**src/rtl/cpu_pkg.sv**
```systemverilog
// Shared register-file write types for the WB/MD write-port arbiter.
package cpu_pkg;
  localparam int REG_W  = 5;
  localparam int DATA_W = 32;

  typedef struct packed {
    logic              valid;
    logic [REG_W-1:0]  rw;
    logic [DATA_W-1:0] data;
  } wb_req_t;

  function automatic logic [31:0] rw_onehot(input logic [REG_W-1:0] rw);
    return 32'b1 << rw;
  endfunction
endpackage

```
**src/rtl/wb_hold_fifo.sv**
```systemverilog
// Hold FIFO for MUL/DIV results waiting on the register-file write port.
// Entries can be killed in place by destination match; killed slots still occupy space until popped.
module wb_hold_fifo
  import cpu_pkg::*;
#(
  parameter int DEPTH = 2
) (
  input  logic                       i_clk,
  input  logic                       i_rst,
  input  logic                       i_push,
  input  wb_req_t                    i_push_req,
  input  logic                       i_pop,
  input  logic                       i_kill_en,
  input  logic [REG_W-1:0]           i_kill_rw,
  output wb_req_t                    o_head,
  output logic [$clog2(DEPTH):0]     o_count,
  output logic [DEPTH-1:0]           o_valid_mask,
  output logic [DEPTH*REG_W-1:0]     o_rw_flat
);
  localparam int PW = $clog2(DEPTH);
  localparam int CW = PW + 1;

  wb_req_t        r_mem [DEPTH];
  logic [PW-1:0]  r_rd_ptr;
  logic [PW-1:0]  r_wr_ptr;
  logic [CW-1:0]  r_count;

  // Kill first, then pop and push; push always lands in an unoccupied slot,
  // so a same-cycle incoming entry is never hit by the kill.
  always_ff @(posedge i_clk or posedge i_rst) begin
    if (i_rst) begin
      for (int i = 0; i < DEPTH; i++) r_mem[i] <= '0;
      r_rd_ptr <= '0;
      r_wr_ptr <= '0;
      r_count  <= '0;
    end else begin
      for (int i = 0; i < DEPTH; i++) begin
        if (i_kill_en && r_mem[i].valid && (r_mem[i].rw == i_kill_rw))
          r_mem[i].valid <= 1'b0;
      end
      if (i_pop) begin
        r_mem[r_rd_ptr].valid <= 1'b0;
        r_rd_ptr <= r_rd_ptr + PW'(1);
      end
      if (i_push) begin
        r_mem[r_wr_ptr] <= i_push_req;
        r_wr_ptr <= r_wr_ptr + PW'(1);
      end
      r_count <= r_count + CW'(i_push) - CW'(i_pop);
    end
  end

  assign o_head  = r_mem[r_rd_ptr];
  assign o_count = r_count;

  always_comb begin
    o_valid_mask = '0;
    o_rw_flat    = '0;
    for (int i = 0; i < DEPTH; i++) begin
      o_valid_mask[i]              = r_mem[i].valid;
      o_rw_flat[i*REG_W +: REG_W]  = r_mem[i].rw;
    end
  end
endmodule

```
**src/rtl/wb_port_arbiter.sv**
```systemverilog
// Register-file write-port arbiter: WB stage has priority, MUL/DIV results bypass or wait in a hold FIFO.
// Raises Stall_Req when the FIFO head starves and kills buffered writes overwritten by WB (WAW).
module wb_port_arbiter
  import cpu_pkg::*;
#(
  parameter int DEPTH    = 2,
  parameter int MAX_WAIT = 4
) (
  input  logic              CLK,
  input  logic              reset,
  input  logic              WB_RegWr,
  input  logic [REG_W-1:0]  WB_Rw,
  input  logic [DATA_W-1:0] WB_Data,
  input  logic              MD_Valid,
  input  logic [REG_W-1:0]  MD_Rw,
  input  logic [DATA_W-1:0] MD_Data,
  output logic              MD_Ready,
  output logic              RF_We,
  output logic [REG_W-1:0]  RF_Rw,
  output logic [DATA_W-1:0] RF_Data,
  output logic [31:0]       Pend_Mask,
  output logic              Stall_Req
);
  localparam int CW = $clog2(DEPTH) + 1;
  localparam int WW = $clog2(MAX_WAIT + 1);

  // MD handshake: a result transfers on any cycle with MD_Valid & MD_Ready;
  // MD_Ready depends only on registered occupancy, never on same-cycle traffic.
  logic                   w_wb_busy;
  logic                   w_empty;
  logic                   w_md_live;
  logic                   w_push;
  logic                   w_pop;
  logic                   w_bypass;
  logic [CW-1:0]          w_count;
  wb_req_t                w_head;
  wb_req_t                w_push_req;
  logic [DEPTH-1:0]       w_valid_mask;
  logic [DEPTH*REG_W-1:0] w_rw_flat;

  logic [WW-1:0]          r_wait_cnt;
  logic                   r_stall_req;

  assign w_wb_busy  = WB_RegWr && (WB_Rw != '0);
  assign w_empty    = (w_count == '0);
  assign MD_Ready   = !reset && (w_count < CW'(DEPTH));
  assign w_md_live  = MD_Valid && MD_Ready && (MD_Rw != '0);
  assign w_pop      = !w_wb_busy && !w_empty;
  assign w_push     = w_md_live && (w_wb_busy || !w_empty);
  assign w_bypass   = w_md_live && !w_wb_busy && w_empty;
  assign w_push_req = '{valid: 1'b1, rw: MD_Rw, data: MD_Data};

  wb_hold_fifo #(.DEPTH(DEPTH)) u_fifo (
    .i_clk        (CLK),
    .i_rst        (reset),
    .i_push       (w_push),
    .i_push_req   (w_push_req),
    .i_pop        (w_pop),
    .i_kill_en    (w_wb_busy),
    .i_kill_rw    (WB_Rw),
    .o_head       (w_head),
    .o_count      (w_count),
    .o_valid_mask (w_valid_mask),
    .o_rw_flat    (w_rw_flat)
  );

  // A killed head still pops, but its slot produces no write.
  always_comb begin
    RF_We   = 1'b0;
    RF_Rw   = '0;
    RF_Data = '0;
    if (!reset) begin
      if (w_wb_busy) begin
        RF_We   = 1'b1;
        RF_Rw   = WB_Rw;
        RF_Data = WB_Data;
      end else if (!w_empty) begin
        if (w_head.valid) begin
          RF_We   = 1'b1;
          RF_Rw   = w_head.rw;
          RF_Data = w_head.data;
        end
      end else if (w_bypass) begin
        RF_We   = 1'b1;
        RF_Rw   = MD_Rw;
        RF_Data = MD_Data;
      end
    end
  end

  always_comb begin
    Pend_Mask = '0;
    for (int i = 0; i < DEPTH; i++) begin
      if (w_valid_mask[i])
        Pend_Mask = Pend_Mask | rw_onehot(w_rw_flat[i*REG_W +: REG_W]);
    end
  end

  // Wait counter saturates at MAX_WAIT; the stall stays up until the head finally drains.
  always_ff @(posedge CLK or posedge reset) begin
    if (reset) begin
      r_wait_cnt  <= '0;
      r_stall_req <= 1'b0;
    end else if (w_pop) begin
      r_wait_cnt  <= '0;
      r_stall_req <= 1'b0;
    end else if (w_empty) begin
      r_wait_cnt  <= '0;
    end else if (r_wait_cnt < WW'(MAX_WAIT)) begin
      r_wait_cnt <= r_wait_cnt + WW'(1);
      if (r_wait_cnt == WW'(MAX_WAIT - 1))
        r_stall_req <= 1'b1;
    end
  end

  assign Stall_Req = r_stall_req;
endmodule

```
**config.mk**
```make
export PLATFORM = sky130hd
export DESIGN_NAME = wb_port_arbiter
export DESIGN_NICKNAME = d
export VERILOG_FILES = /design/src/rtl/cpu_pkg.sv /design/src/rtl/wb_hold_fifo.sv /design/src/rtl/wb_port_arbiter.sv
export SDC_FILE = /design/constraint.sdc
export NUM_CORES = 1
export LEC_CHECK = 0
export BUFFER_PORTS_ARGS = -buffer_cell sky130_fd_sc_hd__buf_2
export CORE_MARGIN = 10
export CORE_UTILIZATION = 40
export DETAILED_ROUTE_END_ITERATION = 8
export PLACE_DENSITY = 0.69
export SYNTH_ARGS = -nofsm -noshare
export SYNTH_HDL_FRONTEND = slang
export SYNTH_SLANG_ARGS = --single-unit
```
**constraint.sdc**
```tcl
create_clock -name CLK -period 5.5 [get_ports CLK]
set_input_delay 0.275 -clock CLK [delete_from_list [all_inputs] [get_ports CLK]]
set_output_delay 0.275 -clock CLK [all_outputs]
set_load 0.1 [all_outputs]
```
; After elaboration in Yosys (flattened, before gate mapping)
; Index checks and enable logic that the tools add are counted.
[totals]
regBits = 84
latchBits = 0
ram_bits = 0
mem_bits_ro = 0
inputBits = 78
n_memories = 0
[op_classes]
addsub = 5
n_mul = 0
div = 0
n_lt_le_gt_ge = 6
eq_ne = 4
n_shift = 2
muxes = 37
bitwise = 3
n_reduce_logical = 25
[ops]
columns = operator, count
row1 = 32-bit 2-to-1 mux, 7
row2 = 38-bit 2-to-1 mux, 5
row3 = 76-bit bitwise mux, 2
row4 = 76-bit 2-to-1 mux, 2
row5 = 38-bit demux with 1-bit select, 2
row6 = 1-bit by 5-bit << shifter with 32-bit output (first input constant), 2
row7 = 32-bit OR, 1
row8 = 5-bit 2-to-1 mux, 5
row9 = 1-bit logical AND, 14
row10 = 1-bit 2-to-1 mux, 11
row11 = 5-bit == test, 2
row12 = 5-bit nonzero test, 2
row13 = 3-bit 2-to-1 mux, 3
row14 = 2-bit >= comparator (second input constant), 2
row15 = 2-bit by 1-bit less-than comparator with 1-bit output (second input constant), 2
row16 = 1-bit NOT with 2-bit output, 2
row17 = 2-bit nonzero test, 2
row18 = 3-bit by 1-bit adder with 3-bit output (second input constant), 1
row19 = 3-bit by 2-bit == test with 1-bit output (second input constant), 1
row20 = 1-bit zero test, 3
row21 = 3-bit less-than comparator (second input constant), 1
row22 = 3-bit AND reduction, 1
row23 = 3-bit nonzero test, 1
row24 = 1-bit adder (second input constant), 2
row25 = other kinds (6), 6

; Logic depth before layout (Yosys ltp)
; Gate-level depths: netlist (run 1).
[depth]
word_depth = 10
ltp_mapped = 10
ltp_nobuf = 8

; Hierarchy
; Synthesis (run 1) repeated with hierarchy kept, for this count alone.
[unflattened]
hier_cells = 540
hier_area_um2 = 5840.6
[modules_own_cells]
columns = mod, instances, cells_each, area_each_um2, seq_area_each_um2
row1 = wb_hold_fifo, 1, 248, 3733.6, 2001.9
row2 = wb_port_arbiter, 1, 292, 2107.0, 100.1

; Worst setup path after synthesis (run 1)
; OpenSTA, ideal clock, no wires.
[synth_timing]
path_kind = in2out
start = input reset
end = output RF_Data[22]
arrival_time_ps = 4750
slack_ps = 475
path_stages = 4
n_path_buf = 1
path_cell_list = inv_1 > clkbuf_1 > o21ai_0 > nor2_1
[synth_between]
elab_chain_cells = 10
[synth_rtl]
columns = item, line_no
row1 = "start, declared", wb_port_arbiter.sv:10  ; input logic reset,
row2 = 1-bit zero test (no source line), -
row3 = 1-bit logical AND, wb_port_arbiter.sv:46  ; assign MD_Ready = !reset && (w_count < CW'(DEPTH));
row4 = 1-bit logical AND (2 in a row), wb_port_arbiter.sv:47  ; assign w_md_live = MD_Valid && MD_Ready && (MD_Rw != '0);
row5 = 1-bit logical AND (2 in a row), wb_port_arbiter.sv:50  ; assign w_bypass = w_md_live && !w_wb_busy && w_empty;
row6 = 32-bit 2-to-1 mux, wb_port_arbiter.sv:83  ; end else if (w_bypass) begin
row7 = 32-bit 2-to-1 mux, wb_port_arbiter.sv:77  ; end else if (!w_empty) begin
row8 = 32-bit 2-to-1 mux, wb_port_arbiter.sv:73  ; if (w_wb_busy) begin
row9 = 32-bit 2-to-1 mux *, wb_port_arbiter.sv:72  ; if (!reset) begin
row10 = "end, declared", wb_port_arbiter.sv:20  ; output logic [DATA_W-1:0] RF_Data,
; Mark *: on every way between the ends. The rest lies on a longest branch, timed or not.

; Worst setup path in the final report (run 1)
[layout_timing]
start = register u_fifo.r_count[1] (netlist: u_fifo.o_count[1])
end = output RF_Data[28]
[layout_between]
elab_chain_cells = 10
word_cells_on_any_way = 11
[layout_rtl]
columns = item, line_no
row1 = "start, declared", wb_hold_fifo.sv:26  ; logic [CW-1:0] r_count;
row2 = "start signal, assigned", wb_hold_fifo.sv:49  ; r_count <= r_count + CW'(i_push) - CW'(i_pop);
row3 = 2-bit less-than comparator, wb_port_arbiter.sv:46
row4 = 1-bit logical AND, wb_port_arbiter.sv:46
row5 = 1-bit logical AND (2 in a row), wb_port_arbiter.sv:47
row6 = 1-bit logical AND (2 in a row), wb_port_arbiter.sv:50
row7 = 32-bit 2-to-1 mux, wb_port_arbiter.sv:83
row8 = 32-bit 2-to-1 mux *, wb_port_arbiter.sv:77
row9 = 32-bit 2-to-1 mux *, wb_port_arbiter.sv:73
row10 = 32-bit 2-to-1 mux *, wb_port_arbiter.sv:72
; Marks and branches as above.

==> impl_metrics.json, run 1 <==
{
  "status": "complete, no violations",
  "synth_top_area_cell": "dfrtp_1",
  "dpl_worst_slack_ns": 2.34,
  "grt-ovfl-total": 0,
  "rsz0062_at_grt": "false",
  "dp.cells": 796,
  "placed_area_mm2": 0.00608,
  "setup_slack_ns": 2.19,
  "use_met2_pct": 27.8,
  "grtUsageMet1_pct": 20.7,
  "area_growth_pct": 21.8,
  "slew_violations": 0,
  "ys.flop_type": "dfrtp_1",
  "ys_seq_area_share_pct": 40.0,
  "hold_path_class": "input pin to async pin",
  "fin_nets": 717,
  "gp_congestion": 0.884,
  "diodes": 0,
  "synth-edff-count": 0,
  "clkSlewWorstSetupHoldPaths_ns": 0.06,
  "leakage_nw": 2.90,
  "ant_nets": 0,
  "avgSynthCellArea_um2": 10.2,
  "die_area_mm2": 0.0181,
  "fin_area_mm2": 0.00641,
  "hold_viol": 0,
  "synth.most_common_cell": "dfrtp_1",
  "clock_latency_ns": 0.33,
  "ys_ff_latch": 84,
  "wl_per_cell_um": 19.4,
  "drive_gt1_share_pct": 38.6,
  "max_freq_ghz": 0.302,
  "async_flop_share_pct": 100,
  "start_util_pct": 41.2,
  "cts_sinks": 84,
  "grt_max_degree": 84,
  "finalPower_mw": 3.65,
  "grtUsageTotal_pct": 16.8,
  "synth_area_leaders": "dfrtp_1 40%, mux2_2 8.6%, mux2i_1 6.5%",
  "grt_pass1_vias": 4829,
  "worstMarginPinSlew_ns": 1.11,
  "htree_levels": 3,
  "crit_required_ns": 5.22,
  "drt_first_pass_iters": 5,
  "vias": 4694,
  "grt_pass1_wl_mm": 25.2,
  "drc": 0,
  "viasPerCell": 5.78,
  "holdWs_ns": 0.139,
  "synth_warnings": 0,
  "power.density_mw_per_mm2": 569,
  "cts_hold_buf": 0,
  "post-dp-hpwl_mm": 11.0,
  "instances_no_fill": 812,
  "die_h_um": 135,
  "endpoint_kind": "primary output",
  "critPathLaunchType": "register",
  "setup_viol": 0,
  "relSlewSlack_pct": 24.5,
  "core_mm2": 0.0128,
  "gr-usage-met3_pct": 4.38,
  "setup_tns_ns": 0,
  "cts_resized": 0,
  "rows": 41,
  "fin_crit_sh_pct": 60.2,
  "drt_iter0_markers": 286,
  "top_usage_layer": "met2",
  "routed_wl_mm": 15.8,
  "cts_tree": "done",
  "syn_nets": 600,
  "portBuffers": 149,
  "peakVddDrop_mv": 0.191,
  "ys_types": 38,
  "antenna_found_initial": 1,
  "cts_buffers": 9,
  "ys_top_cells_by_count": "84 x dfrtp_1, 48 x nor2_1, 41 x clkbuf_1",
  "post-route-min-period_ns": 3.31,
  "fin_skew_ns": 0.00657,
  "io_pins": 150,
  "worstSetupStartpoint": "u_fifo.o_count[1]",
  "synth_top_area_share_pct": 40.0,
  "cts_buffer_depth": 2,
  "crit_arrival_ns": 3.04,
  "rr_startpoint": "u_fifo.o_count[1]",
  "post-cts-setup-buffers": 0,
  "cts-root-buf": "clkbuf_16",
  "syn_area_mm2": 0.00526,
  "fin_util_pct": 50.2,
  "syn_inst": 518,
  "fill_cells": 1194,
  "die_width_um": 135,
  "drv_cap": 0,
  "worstPathMaxFanout": 35,
  "path_class": "register to primary output"
}
sequential cells by signal, indices dropped and copies added, names as in the netlist:
| signal | flops |
|---|---|
| Stall_Req | 1 |
| r_wait_cnt | 3 |
| u_fifo.o_count | 2 |
| u_fifo.o_rw_flat | 10 |
| u_fifo.o_valid_mask | 2 |
| u_fifo.r_mem | 64 |
| u_fifo.r_rd_ptr | 1 |
| u_fifo.r_wr_ptr | 1 |
critical path, cell delays in order, from the launching register on:
cell and delay, ns:
dfrtp_1 0.48, or4_4 0.53, o22ai_4 0.78, a311oi_1 0.31, nor2_1 0.16, buf_2 0.44
cell usage in the layout, fill, tap and decap left out, types with 3 or more instances in the layout:
master,count
inv_1,3
xor2_1,7
clkbuf_16,9
dfrtp_1,83
nor2_1,47
xnor2_1,7
nand2b_1,7
ha_1,4
a221oi_1,5
or2_2,4
nor2b_1,5
o21ai_0,39
o22ai_1,32
buf_4,8
nand3_1,9
buf_2,149
nand4_1,4
nor3_1,38
nand2_1,11
mux2_1,19
a311oi_1,32
mux2_2,40
mux2i_1,33
mux2_4,19
layer usage:
metal / vias to the layer above / wire, um / part of all wire (%)
met2: 223 / 7570 / 48
met4: 2 / 255 / 1.6
met5: - / 13 / 0.082
li1: 2166 / - / -
met1: 2279 / 6700 / 42
met3: 24 / 1240 / 7.9
final cells by class:
cell class | instances | area, um^2 | area share (%)
multi-input cells | 379 | 2940 | 45.9
flip-flops and latches | 84 | 2100 | 32.8
repair buffers | 157 | 806 | 12.6
clock buffers | 10 | 239 | 3.73
well taps | 172 | 215 | 3.36
clock inverters | 6 | 86.3 | 1.35
inverters | 4 | 17.5 | 0.273
path summary, 6_finish.rpt:
kind / to / slack (ns) / depth (start not counted)
setup / recovery: RF_Data[28] / 2.19 / 5
hold / removal: u_fifo.r_mem[40] / 0.14 / 2
setup reg to reg: u_fifo.r_mem[31] / 2.34 / 5
hold reg to reg: u_fifo.r_mem[2] / 0.49 / 1
max in group asynchronous: u_fifo.r_rd_ptr / 4.28 / 3
min in group CLK: u_fifo.r_mem[2] / 0.18 / 2
power by group:
group          internal (mW)  total, mW  switching, mW
registers              0.925       1.20          0.276
clock network          0.410      0.650          0.240
logic                  0.666       1.80           1.13
logic make-up (layout without fill, tap and decap cells):
group	after synthesis	in the layout	synth area share (%)
buffers and inverters	55	177	4.78
XOR/XNOR	14	14	2.33
multiplexers	112	112	24.5
AND/OR/NAND/NOR	131	131	11.8
flip-flops	84	84	40.0
AO/OA/AOI/OAI	118	118	15.6
adder cells (fa/ha/maj)	4	4	0.952
(Power assumes the default switching activity.)
==> run 2: changes to the inputs <==
ABC_AREA = 1   (was default)
PLACE_DENSITY = 0.71   (was 0.69)
clock period = 2.8 ns   (was 5.5 ns; I/O delays follow)
==> impl_metrics.json, run 2 <==
{
  "hold_viol": 0,
  "die_h_um": 139,
  "ant_nets": 0,
  "leakage_nw": 3.76,
  "start_util_pct": 41.0,
  "top_register": "u_fifo.r_mem",
  "vias": 5973,
  "die_area_mm2": 0.0195,
  "path_class": "register to primary output",
  "worstPathMaxFanout": 38,
  "finalPower_mw": 6.82,
  "synth_top_area_share_pct": 36.8,
  "viasPerCell": 5.07,
  "ys_ff_latch": 84,
  "synth_area_leaders": "dfrtp_1 37%, nand2_1 22%, o21ai_0 7.6%",
  "drv_cap": 0,
  "routed_wl_mm": 18.0,
  "async_flop_share_pct": 100,
  "slew_violations": 0,
  "hold_depth": 3,
  "cts_sinks": 84,
  "cts_tree": "done",
  "grt_max_degree": 49,
  "synth-edff-count": 0,
  "post-dp-hpwl_mm": 12.4,
  "setup_viol": 0,
  "cts_resized": 0,
  "critPathLaunchType": "register",
  "fin_skew_ns": 0.00490,
  "ys_types": 30,
  "worstMarginPinSlew_ns": 0.622,
  "largest_reg_flops": 64,
  "hold_path_class": "input pin to register",
  "clkSlewWorstSetupHoldPaths_ns": 0.06,
  "clock_latency_ns": 0.34,
  "power.density_mw_per_mm2": 1000,
  "ys_seq_area_share_pct": 36.8,
  "gp_congestion": 0.920,
  "drc": 0,
  "final_common_cell": "nand2_1",
  "area_growth_pct": 19.4,
  "rr_worst_depth": 7,
  "fin_area_mm2": 0.00682,
  "cts-root-buf": "clkbuf_16",
  "final_cell_mix": "330 x nand2_1, 149 x buf_2, 91 x inv_1",
  "synth.most_common_cell": "nand2_1",
  "ys_top_cells_by_count": "330 x nand2_1, 92 x inv_1, 87 x o21ai_0",
  "avgSynthCellArea_um2": 6.56,
  "wl_per_cell_um": 15.3,
  "post-cts-setup-buffers": 0,
  "drive_gt1_share_pct": 20.5,
  "syn_inst": 871,
  "endpoint_kind": "primary output",
  "htree_levels": 3,
  "r2r_slack_ns": 0.62,
  "syn_nets": 953,
  "cts_buffers": 9,
  "antenna_found_initial": 2,
  "drt_first_pass_iters": 5,
  "max_freq_ghz": 0.390,
  "portBuffers": 149,
  "ys.flop_type": "dfrtp_1",
  "drt_iter0_markers": 535,
  "instances_no_fill": 1178,
  "rows": 43,
  "crit_required_ns": 2.66,
  "relSlewSlack_pct": 58.5,
  "grt_pass1_vias": 5812,
  "die_width_um": 139,
  "synth_warnings": 0,
  "placed_area_mm2": 0.00653,
  "setup_slack_ns": 0.234,
  "fin_crit_sh_pct": 91.7,
  "crit_arrival_ns": 2.43,
  "grtUsageTotal_pct": 17.8,
  "grt-ovfl-total": 0,
  "grt_pass1_wl_mm": 29.5,
  "core_mm2": 0.0139,
  "syn_area_mm2": 0.00571,
  "dp.cells": 1159,
  "io_pins": 150,
  "synth_top_area_cell": "dfrtp_1",
  "fin_nets": 1073,
  "dpl_worst_slack_ns": 0.581,
  "rsz0062_at_grt": "false",
  "cts_buffer_depth": 2,
  "status": "complete, no violations",
  "peakVddDrop_mv": 0.380,
  "post-route-min-period_ns": 2.57,
  "fin_util_pct": 48.9
}
## run 2: stage by stage
stage               setup TNS, ns  hold slack [ns]
floorplan                  -0.661            0.257
global placement                0            0.224
detailed placement              0            0.225
CTS                             0           0.0240
global route                    0           0.0300
finish                          0           0.0327
## run 2: cell families after synthesis
logic type | share of synthesized area [%]
flops | 36.8
fa+ha+maj | 0.876
simple gates | 32.3
compound gates | 16.3
xor+xnor | 1.07
buf+inv | 12.7
## run 2: layout make-up
| type | instances | area, um^2 |
|---|---|---|
| repair buffers | 170 | 918 |
| flip-flops and latches | 84 | 2100 |
| clock buffers | 11 | 243 |
| inverters | 96 | 364 |
| diodes | 2 | 5.00 |
| multi-input cells | 630 | 2930 |
| clock inverters | 5 | 36.3 |
| fillers | 1438 | 7120 |
| well taps | 180 | 225 |
## run 2: routing by layer
layer	up-vias	GRT usage (%)	share of wire, %
met5	-	0	0
met4	0	4.01	0.71
met3	9	4.19	6.7
met2	190	29.4	47
met1	2739	23.0	46
li1	3035	-	-
## run 2: final timing paths
kind                                   startpoint                end
worst max register to register  u_fifo.o_count[1]   u_fifo.r_mem[45]
worst min register to register   u_fifo.r_mem[54]   u_fifo.r_mem[54]
worst max-delay path            u_fifo.o_count[1]        RF_Data[31]
min in group asynchronous                   reset  u_fifo.o_count[0]
worst min-delay path                   MD_Data[9]    u_fifo.r_mem[9]
max in group asynchronous                   reset   u_fifo.r_mem[49]
## run 2: what timing repair did
action | CTS | global route
hold endpoints to repair | 17 | 0
hold buffers | 1 | 0
endpoints found under the setup margin | 0 | 0
## run 2: power breakdown
part | internal [mW] | switching [mW]
Clock | 0.627 | 0.501
Combinational | 0.881 | 2.52
Sequential | 1.79 | 0.499
Total | 3.30 | 3.52
## run 2: critical path: stages, from the launching register on
cell      delay (ns)
dfrtp_1         0.45
nor3b_2         0.24
nand2_2         0.11
clkinv_2        0.43
nand4_1         0.22
a21oi_1         0.18
buf_2           0.44
==> run 3: changes to the inputs <==
--- a/constraint.sdc
+++ b/constraint.sdc
@@ -3,2 +3,2 @@
 set_output_delay 0.14 -clock CLK [all_outputs]
-set_load 0.1 [all_outputs]
+set_load 0.005 [all_outputs]
==> impl_metrics.json, run 3 (synthesis gave the netlist of run 2 again) <==
{
  "relSlewSlack_pct": 58.9,
  "wl_per_cell_um": 15.2,
  "ant_nets": 0,
  "holdWs_ns": 0.0386,
  "htree_levels": 3,
  "endpoint_kind": "primary output",
  "rsz0062_at_grt": "false",
  "grt_max_degree": 100,
  "io_pins": 150,
  "route.met3.wl_mm": 1.37,
  "vias": 6136,
  "hold_viol": 0,
  "rows": 43,
  "power.internal_mw": 3.42,
  "clkSlewWorstSetupHoldPaths_ns": 0.06,
  "clock_latency_ns": 0.33,
  "leakage_nw": 3.79,
  "setup_tns_ns": 0,
  "post-route-min-period_ns": 2.41,
  "power.density_mw_per_mm2": 888,
  "post-dp-hpwl_mm": 12.7,
  "gp_congestion": 0.906,
  "highest_layer": "met5",
  "path_class": "input pin to primary output",
  "start_util_pct": 41.0,
  "cts_buffer_depth": 2,
  "portBuffers": 149,
  "die_width_um": 139,
  "post-cts-setup-buffers": 0,
  "drv_cap": 0,
  "die_area_mm2": 0.0195,
  "drt_first_pass_iters": 5,
  "viasPerCell": 5.20,
  "pwr-share-comb_pct": 42.4,
  "top_register": "u_fifo.r_mem",
  "antenna_found_initial": 3,
  "crit_required_ns": 2.66,
  "drt_iter0_markers": 532,
  "final_cell_mix": "330 x nand2_1, 149 x buf_2, 91 x inv_1",
  "peakVddDrop_mv": 0.373,
  "die_h_um": 139,
  "fin_nets": 1074,
  "crit_arrival_ns": 2.27,
  "p_sw_mw": 2.64,
  "max_freq_ghz": 0.416,
  "routed_wl_mm": 17.9,
  "wirelength_met1_mm": 8.08,
  "cts-root-buf": "clkbuf_16",
  "worstPathMaxFanout": 20,
  "dr_wl_met2_mm": 8.27,
  "drc": 0,
  "grt_pass1_vias": 5842,
  "setup_viol": 0,
  "grt-ovfl-total": 0,
  "final_common_cell": "nand2_1",
  "fin_skew_ns": 0.00778,
  "cts_tree": "done",
  "grtUsageTotal_pct": 17.8,
  "switching_share_pct": 43.5,
  "critPathLaunchType": "input pin",
  "area_growth_pct": 19.4,
  "fin_crit_sh_pct": 85.9,
  "pwr-share-clk_pct": 19.9,
  "cts_sinks": 84,
  "seq_power_share_pct": 37.7,
  "drive_gt1_share_pct": 19.6,
  "slew_violations": 0,
  "cts_buffers": 9,
  "grt_pass1_wl_mm": 29.5,
  "status": "complete, no violations",
  "largest_reg_flops": 64,
  "core_mm2": 0.0139,
  "hold_path_class": "input pin to register",
  "worstMarginPinSlew_ns": 0.616
}
## run 3: cell count changes in the layout (fill, tap and decap cells not counted), sizes merged
cell,change
bufinv,+1
inv,-1
clkbuf,+2
clkinvlp,-1
buf,+1
clkinv,-1
## run 3: through the flow
stage | util [%] | instance area (um^2) | setup WS (ns) | total power, mW | std cells
after floorplan | - | 5710 | 0.540 | 4.09 | 871
after global placement | 46.6 | 6500 | 0.809 | 4.78 | 1160
after detailed placement | 46.6 | 6500 | 0.795 | 4.85 | 1160
after CTS | 48.9 | 6810 | 0.432 | 6.07 | 1177
after global routing | 48.9 | 6810 | 0.236 | 6.60 | 1177
final | 48.9 | 6820 | 0.395 | 6.06 | 1179
## run 3: power by group through the flow
stage	Sequential, mW	Clock, mW	Combinational (mW)
3_3_place_gp	2.27	0	2.51
4_1_cts	2.27	1.22	2.58
6_report	2.28	1.20	2.57
3_5_place_dp	2.29	0	2.56
5_1_grt	2.37	1.28	2.94
2_1_floorplan	2.08	0	2.01
## run 3: timing repair
| item | in CTS | in global routing |
|---|---|---|
| gates resized for setup | 0 | 0 |
| hold endpoints to repair | 24 | 0 |
| hold buffers | 1 | 0 |
## run 3: area by class of cell
cell class                      count  area (um^2)
Tap cell                          180          225
Sequential cell                    84         2100
Timing Repair Buffer              171          926
Multi-Input combinational cell    630         2890
Inverter                           96          364
Antenna cell                        2         5.00
Clock inverter                      3         45.0
Fill cell                        1447         7120
Clock buffer                       13          260
## run 3: worst max-delay path: stages
cell and delay, ns:
dlygate4sd3_1 0.53, buf_2 0.16, nor3b_2 0.20, nand2_2 0.11, clkinv_2 0.26, buf_4 0.32, nand4_1 0.11, a21oi_1 0.26
buf_2 0.17
## run 3: per-layer routing
metal  global-route usage (%)  vias up
met2                     29.3      253
met1                     23.1     2822
li1                         -     3046
met5                        0        -
met4                     3.84        2
met3                     4.29       13
## run 3: final timing paths
kind	endpoint	start	cells after the start	slack, ns
setup / recovery	RF_Rw[4]	reset	9	0.39
hold / removal	u_fifo.r_mem[57]	MD_Data[19]	3	0.04
setup reg to reg	u_fifo.r_mem[47]	u_fifo.o_count[1]	7	0.79
hold reg to reg	u_fifo.r_mem[2]	u_fifo.r_mem[2]	2	0.47
max in group asynchronous	u_fifo.r_mem[49]	reset	5	1.46
min in group asynchronous	u_fifo.o_count[0]	reset	3	0.44
